`src/rtl/timer_ctrl.sv`:
```
// Memory-mapped timer with prescaler, compare match, one-shot/periodic modes and a
// single-outstanding request/response host port.
module timer_ctrl #(
   parameter int unsigned PRESCALE_W = 16
) (
   input  logic        clk,
   input  logic        rst,
   input  logic        req_valid,
   output logic        req_ready,
   input  logic        req_we,
   input  logic [4:0]  req_addr,
   input  logic [31:0] req_wdata,
   output logic        resp_valid,
   input  logic        resp_ready,
   output logic [31:0] resp_rdata,
   output logic        resp_err,
   output logic        irq
);

   typedef enum logic [1:0] {
      IDLE = 2'd0,
      RUN  = 2'd1,
      DONE = 2'd2
   } state_t;

   state_t                r_state;
   state_t                w_state_next;

   logic                  r_enable;
   logic                  r_periodic;
   logic                  r_irq_en;
   logic                  r_expired;
   logic [31:0]           r_compare;
   logic [31:0]           r_count;
   logic [PRESCALE_W-1:0] r_prescale;
   logic [PRESCALE_W-1:0] r_pcnt;

   logic                  r_resp_valid;
   logic [31:0]           r_resp_rdata;
   logic                  r_resp_err;

   logic                  w_xfer;
   logic                  w_wr;
   logic [2:0]            w_sel;
   logic                  w_ctrl_wr;
   logic                  w_start;
   logic                  w_stop;
   logic                  w_cmp_wr;
   logic                  w_psc_wr;
   logic                  w_w1c;
   logic                  w_tick;
   logic                  w_hit;
   logic [31:0]           w_rdata;
   logic                  w_rerr;
   logic                  w_unused;

   assign w_unused   = ^req_addr[1:0];

   assign req_ready  = !r_resp_valid;
   assign resp_valid = r_resp_valid;
   assign resp_rdata = r_resp_rdata;
   assign resp_err   = r_resp_err;
   assign irq        = r_irq_en && r_expired;

   assign w_xfer     = req_valid && req_ready;
   assign w_wr       = w_xfer && req_we;
   assign w_sel      = req_addr[4:2];
   assign w_ctrl_wr  = w_wr && (w_sel == 3'd0);
   assign w_cmp_wr   = w_wr && (w_sel == 3'd1);
   assign w_psc_wr   = w_wr && (w_sel == 3'd2);
   assign w_w1c      = w_wr && (w_sel == 3'd4) && req_wdata[0];
   assign w_start    = w_ctrl_wr && req_wdata[0] && req_wdata[3];
   assign w_stop     = w_ctrl_wr && !req_wdata[0];

   always_ff @(posedge clk or posedge rst) begin
      if (rst) begin
         r_state <= IDLE;
      end else begin
         r_state <= w_state_next;
      end
   end

   // A CTRL write overrides a same-cycle expiry so restart/stop always win.
   always_comb begin
      w_state_next = r_state;
      if (w_stop) begin
         w_state_next = IDLE;
      end else if (w_start) begin
         w_state_next = RUN;
      end else if (w_hit && !r_periodic) begin
         w_state_next = DONE;
      end
   end

   always_comb begin
      w_tick = (r_state == RUN) && (r_pcnt == r_prescale);
      w_hit  = w_tick && (r_count == r_compare);
   end

   always_comb begin
      w_rdata = '0;
      w_rerr  = 1'b0;
      case (w_sel)
         3'd0:    w_rdata[2:0]            = {r_irq_en, r_periodic, r_enable};
         3'd1:    w_rdata                 = r_compare;
         3'd2:    w_rdata[PRESCALE_W-1:0] = r_prescale;
         3'd3:    w_rdata                 = r_count;
         3'd4:    w_rdata[2:0]            = {r_state, r_expired};
         default: w_rerr                  = 1'b1;
      endcase
   end

   always_ff @(posedge clk or posedge rst) begin
      if (rst) begin
         r_resp_valid <= 1'b0;
         r_resp_rdata <= '0;
         r_resp_err   <= 1'b0;
      end else if (w_xfer) begin
         r_resp_valid <= 1'b1;
         r_resp_rdata <= req_we ? '0 : w_rdata;
         r_resp_err   <= w_rerr;
      end else if (r_resp_valid && resp_ready) begin
         r_resp_valid <= 1'b0;
      end
   end

   always_ff @(posedge clk or posedge rst) begin
      if (rst) begin
         r_enable   <= 1'b0;
         r_periodic <= 1'b0;
         r_irq_en   <= 1'b0;
         r_compare  <= '1;
         r_prescale <= '0;
      end else begin
         if (w_ctrl_wr) begin
            {r_irq_en, r_periodic, r_enable} <= req_wdata[2:0];
         end
         if (w_cmp_wr) begin
            r_compare <= req_wdata;
         end
         if (w_psc_wr) begin
            r_prescale <= req_wdata[PRESCALE_W-1:0];
         end
      end
   end

   always_ff @(posedge clk or posedge rst) begin
      if (rst) begin
         r_count <= '0;
         r_pcnt  <= '0;
      end else if (w_start) begin
         r_count <= '0;
         r_pcnt  <= '0;
      end else if (r_state == RUN) begin
         if (w_tick) begin
            r_pcnt <= '0;
            if (w_hit) begin
               if (r_periodic) begin
                  r_count <= '0;
               end
            end else begin
               r_count <= r_count + 32'd1;
            end
         end else begin
            r_pcnt <= r_pcnt + PRESCALE_W'(1);
         end
      end
   end

   // Set has priority over a same-cycle write-1-to-clear.
   always_ff @(posedge clk or posedge rst) begin
      if (rst) begin
         r_expired <= 1'b0;
      end else begin
         r_expired <= w_hit | (r_expired & ~w_w1c);
      end
   end

endmodule

```
`config.mk`:
```
export PLATFORM = sky130hd
export DESIGN_NAME = timer_ctrl
export DESIGN_NICKNAME = d
export VERILOG_FILES = /design/src/rtl/timer_ctrl.sv
export SDC_FILE = /design/constraint.sdc
export NUM_CORES = 1
export LEC_CHECK = 0
export ABC_CLOCK_PERIOD_IN_PS = 9100
export CAP_MARGIN = 30
export CORE_MARGIN = 2
export CORE_UTILIZATION = 33
export DETAILED_ROUTE_END_ITERATION = 8
export PLACE_DENSITY_LB_ADDON = 0.08
export SETUP_SLACK_MARGIN = 0.2
export SLEW_MARGIN = 10
export SYNTH_ARGS = -nofsm -noshare
export SYNTH_HDL_FRONTEND = slang
export SYNTH_SLANG_ARGS = --single-unit
```
`constraint.sdc`:
```
create_clock -name clk -period 9.1 [get_ports clk]
set_input_delay 1.82 -clock clk [delete_from_list [all_inputs] [get_ports clk]]
set_output_delay 1.82 -clock clk [all_outputs]
set_load 0.02 [all_outputs]
```
== Yosys cells after proc, flatten, opt, wreduce, memory -nomap -nowiden ==
Index checks and enable logic that the tools add are counted.

* Register bits after elaboration: 136
* Latch bits: 0
* Bits in writable memories: 0
* Memory bits (read-only): 0
* Input bits: 42
* Output and inout bits: 36
* Word-level logic and storage cells: 68
* Memories kept: 0

* Add/sub/neg operators: 2
* $mul: 0
* Div/mod/pow operators: 0
* $lt $le $gt $ge: 0
* Equal/unequal tests: 8
* Shift-type cells: 0
* Muxes and demuxes: 18
* Bitwise logic cells: 3
* Reductions and logical operators: 25

{| class="wikitable"
|+ Operators with widths
! cell !! count
|-
| $mux 32 || 6
|-
| $mux 16 || 3
|-
| $pmux 13 s3 || 1
|-
| $add 32x1->32 const B || 1
|-
| $eq 32x32->1 || 1
|-
| $pmux 16 s2 || 1
|-
| $add 16x1->16 const B || 1
|-
| $eq 16x16->1 || 1
|-
| $logic_and 1x1->1 || 15
|-
| $pmux 3 s5 || 1
|-
| $eq 3x2->1 const B || 2
|-
| $mux 2 || 3
|-
| $reduce_bool 2->1 || 3
|-
| $reduce_or 5->1 || 1
|-
| $eq 3x1->1 const B || 1
|-
| $eq 3x3->1 const B || 1
|-
| $logic_not 1->1 || 3
|-
| $logic_not 3->1 || 1
|-
| $mux 1 || 3
|-
| $ne 3x3->1 const B || 1
|-
| $reduce_and 3->1 || 1
|-
| $reduce_bool 3->1 || 1
|-
| $eq 2x1->1 const B || 1
|-
| $and 1x1->1 || 1
|-
| other kinds (2) || 2
|}

== Longest topological paths before layout ==
* Depth after elaboration: 8
* Mapped depth: 9
* Mapped depth without buffers: 7

== Worst setup path before layout ==
Ideal clock, no wire load.

* Path type: in2reg
* Start: in req_addr[2]
* End: reg r_count[24]
* Setup time: 0.064 ns
* Arrival: 3.520 ns
* Required time: 9.036 ns
* Slack: 5.516 ns
* Stages on the path: 9
* Path buffers: 3
* Cell sequence: buf_4 nor4bb_2 and4_4 buf_6 or4_4 a211o_4 buf_6 a21oi_2 a21o_1

* Longest elaborated chain between the ends: 6
* Elaborated cells on any way between the ends: 9
* Classes of those cells: eq/ne (1); mux (1); reduce/logical (7)

{| class="wikitable"
|+ Ends and longest elaborated chain
! element !! RTL line !! RTL
|-
| from (decl) || 11 || <nowiki>input logic [4:0] req_addr,</nowiki>
|-
| $logic_not 3->1 * || 68 || <nowiki>assign w_ctrl_wr = w_wr && (w_sel == 3'd0);</nowiki>
|-
| $logic_and 1x1->1 * || 68 ||
|-
| $logic_and 1x1->1 * (2 in a row) || 72 || <nowiki>assign w_start = w_ctrl_wr && req_wdata[0] && req_wdata[3];</nowiki>
|-
| $ne 3x3->1 (no source line) / $reduce_bool 2->1 (equally long branches) || - ||
|-
| $reduce_and 3->1 (no source line) || - ||
|-
| to (signal assigned) || 162 || <nowiki>r_count <= r_count + 32'd1;</nowiki>
|-
| to (decl) || 34 || <nowiki>logic [31:0] r_count;</nowiki>
|}

Every way passes the cells marked *; elsewhere a longest branch is shown, timed or not.
A chain may end at the register's enable or synchronous reset.

== Worst setup path in the final report ==
* Start: in req_addr[2]
* End: reg r_compare[11]

* Longest elaborated chain between the ends: 2

{| class="wikitable"
|+ Ends and longest elaborated chain
! element !! RTL line !! RTL
|-
| $eq 3x1->1 || 69 || <nowiki>assign w_cmp_wr = w_wr && (w_sel == 3'd1);</nowiki>
|-
| $logic_and 1x1->1 || 69 ||
|-
| to (signal assigned) || 139 || <nowiki>r_compare <= req_wdata;</nowiki>
|-
| to (decl) || 33 || <nowiki>logic [31:0] r_compare;</nowiki>
|}

Every way passes these cells.

==> results.ini <==
[status]
outcome = completed

[global_route]
grt_max_degree = 74
grt_pass1_vias = 5474
antenna_found_initial = 0
grt_overflow = 0
track_usage = 0.1854
grt_pass1_wl_um = 31690

[synth]
synth_edf_count = 0
syn_nets = 719
synth_top_area_frac = 0.3634
ys.warnings.count = 0
synth_most_common_cell = dfrtp_1
synth_simple_gate_area_frac = 0.1466
yosysTopAreaCell = dfrtp_1
muxShareOfSynthArea = 0.1062
syn_area_um2 = 7162
synth_common_cells = 104 x dfrtp_1, 71 x nand2_1, 61 x mux2_2
synth_top_family_by_area = simple AND/OR/NAND/NOR gates
yosys_register_bits = 136
yosysUniqueCellTypes = 52
ys_seq_area_frac = 0.4808
syn_area_per_cell_um2 = 10.61
synth_fa_ha_area_frac = 0.003494
synth_ff_type = dfrtp_1
yosys-top-cells-area = dfrtp_1 36%, dfstp_2 12%, mux2_2 9.6%
netlist_instances = 675
synth_compound_area_frac = 0.1440
async_flop_share = 1.000
synth_xor_area_frac = 0.08560

[hold_path]
hp-class = flop to flop
hold_path_depth = 2
min_from = resp_rdata[20]
hold-path-endpoint = resp_rdata[20]

[drt]
via_per_inst = 5.229
route.top_layer_used = met4
drtPass1Iterations = 5
drt_iter0_markers = 310
dr_wl_met3_um = 854
routed_wl_um = 20110
wl_per_cell_um = 19.66
drc = 0
vias = 5349
ant_nets = 0
wl_met2_um = 9478
m1WireLength_um = 9525

[clocking]
holdBufCountCts = 0
root_buffer = clkbuf_16
clock_sinks = 136
cts-htree-levels = 4
clock_path_buffers = 2
clkSlewWorstSetupHoldPaths_ns = 0.06
cts_resized = 0
post_cts.repair.setup_buffers = 0
insertion_delay_ns = 0.42
cts_buffers = 17
cts_tree = done

[power]
leakagePower_nw = 3.591
powerDensity_nw_per_um2 = 274.4
vdd_drop_max_mv = 0.1113

[timing]
post-route-period-util = 0.4868
worstMarginPinSlew_ns = 0.8488
slew_violations = 0
setup-tns-final_ns = 0
period_needed_ns = 4.430
slew_headroom = 0.4327
fin_skew_ns = 0.01177
hold_viol_final = 0
clock.fmax_mhz = 225.8
finalSetupViolCount = 0
rsz0062_at_grt = false

[die]
die_h_um = 151.3
coreArea_um2 = 21150
die-area_um2 = 22900
num_io_pins = 78
start_util = 0.3386
core.rowCount = 53
die_x_um = 151.3

[critical_path]
r2r_cells = 7
regToRegSetupSlack_ns = 6.12
cp.required_ns = 9.45
path_class = input pin to flop
rr_endpoint = r_count[7]
rr_startpoint = r_count[8]
arrival_ns = 4.78
end_kind = flop
crit_fanout = 28
startpoint_type = input pin

[placed_design]
io_buffers = 75
dpl.hpwl_um = 14010
gp_congestion = 0.7804
placedInstanceArea_um2 = 8134

[finish]
fin_util = 0.4161
antenna_cells = 0
seq_area_um2 = 3443
final_area_um2 = 8802
nFillCells = 2025
multi_input_area_um2 = 3493
layout-drive-gt1-share = 0.2326
nets = 779
area_growth_pct = 22.90

[flow_run]
cap_viol_max_count = 0

-- per-stage QoR --
stage / setup slack [ns] / cells / hold WS [ns] / total power [mW]
finish: 4.670 / 1023 / 0.4847 / 2.415
global route: 4.515 / 1023 / 0.5098 / 2.562
CTS: 4.676 / 1022 / 0.4920 / 2.441
detailed placement: 4.235 / 990 / 0.4749 / 1.678
global placement: 4.246 / 989 / 0.4723 / 1.661
floorplan: 3.694 / 675 / 0.4708 / 1.443
-- layout make-up --
cell class	count	share of cell area
Inverter	8	0.003980
Tap cell	275	0.03909
Clock buffer	21	0.05345
Sequential cell	136	0.3912
Timing Repair Buffer	85	0.09609
Multi-Input combinational cell	487	0.3969
Clock inverter	11	0.01933
-- cells by family (layout without fill, tap and decap cells) --
family | after synthesis | count (layout)
simple gates | 202 | 202
compound gates | 145 | 145
flops | 136 | 136
xor+xnor | 70 | 70
mux | 68 | 68
buf+inv | 52 | 125
fa+ha+maj | 2 | 2
-- sequential cells by signal, summed over array words and instances, names as in the netlist --
register and cells:
r_enable 1, r_pcnt 16, resp_err 1, r_count 32, resp_valid 1, r_compare 32, resp_rdata 32, r_prescale 16
r_expired 1, r_state 2, r_periodic 1, r_irq_en 1
-- where the power goes --
| group | total (mW) | internal, mW | leakage [nW] | switching [mW] |
|---|---|---|---|---|
| clock network | 0.744 | 0.480 | 0.305 | 0.264 |
| registers | 1.01 | 0.779 | 1.62 | 0.235 |
| logic | 0.657 | 0.327 | 1.66 | 0.331 |
| total | 2.42 | 1.59 | 3.59 | 0.829 |
-- critical path, stage by stage --
cell and delay [ns]:
clkdlybuf4s50_1 0.45, buf_4 0.34, nor2b_1 0.18, buf_4 0.24, nor2b_1 0.16, buf_4 0.25
and4_1 0.43, buf_4 0.48, mux2_2 0.39
-- cell usage in the layout, fill, tap and decap left out, types with 5 or more instances in the layout --
master and n:
nor3_1 5, or3_1 8, nand3_1 20, o21ai_0 39, and3_1 8, a21oi_2 19, o2bb2ai_1 11, a21oi_1 5
buf_4 9, nor2b_1 5, dfstp_2 32, nand2b_1 7, mux2_2 61, a22oi_1 31, nand4_1 20, xor2_1 27
inv_1 7, dfrtp_1 104, or2_2 12, nor2_1 28, clkdlybuf4s50_1 75, a21o_1 21, xnor2_1 43, clkbuf_16 17
nand2_1 71
-- layer usage --
| metal | GRT usage | up-vias |
|---|---|---|
| li1 | - | 2523 |
| met3 | 0.03373 | 19 |
| met2 | 0.2957 | 130 |
| met5 | 0 | - |
| met1 | 0.2569 | 2677 |
| met4 | 0.05607 | 0 |
-- worst max path at each step --
stage / endpoint / start / depth (start not counted) / slack (ns)
global route: r_count[26] / req_addr[2] / 8 / 4.51
detailed placement: r_compare[11] / req_addr[2] / 9 / 4.24
floorplan: r_count[0] / rst / 1 / 3.69
finish: r_compare[11] / req_addr[2] / 9 / 4.67
global placement: r_count[26] / req_addr[2] / 8 / 4.25
CTS: r_count[26] / req_addr[2] / 8 / 4.68
Power figures use the tool's default switching activity.
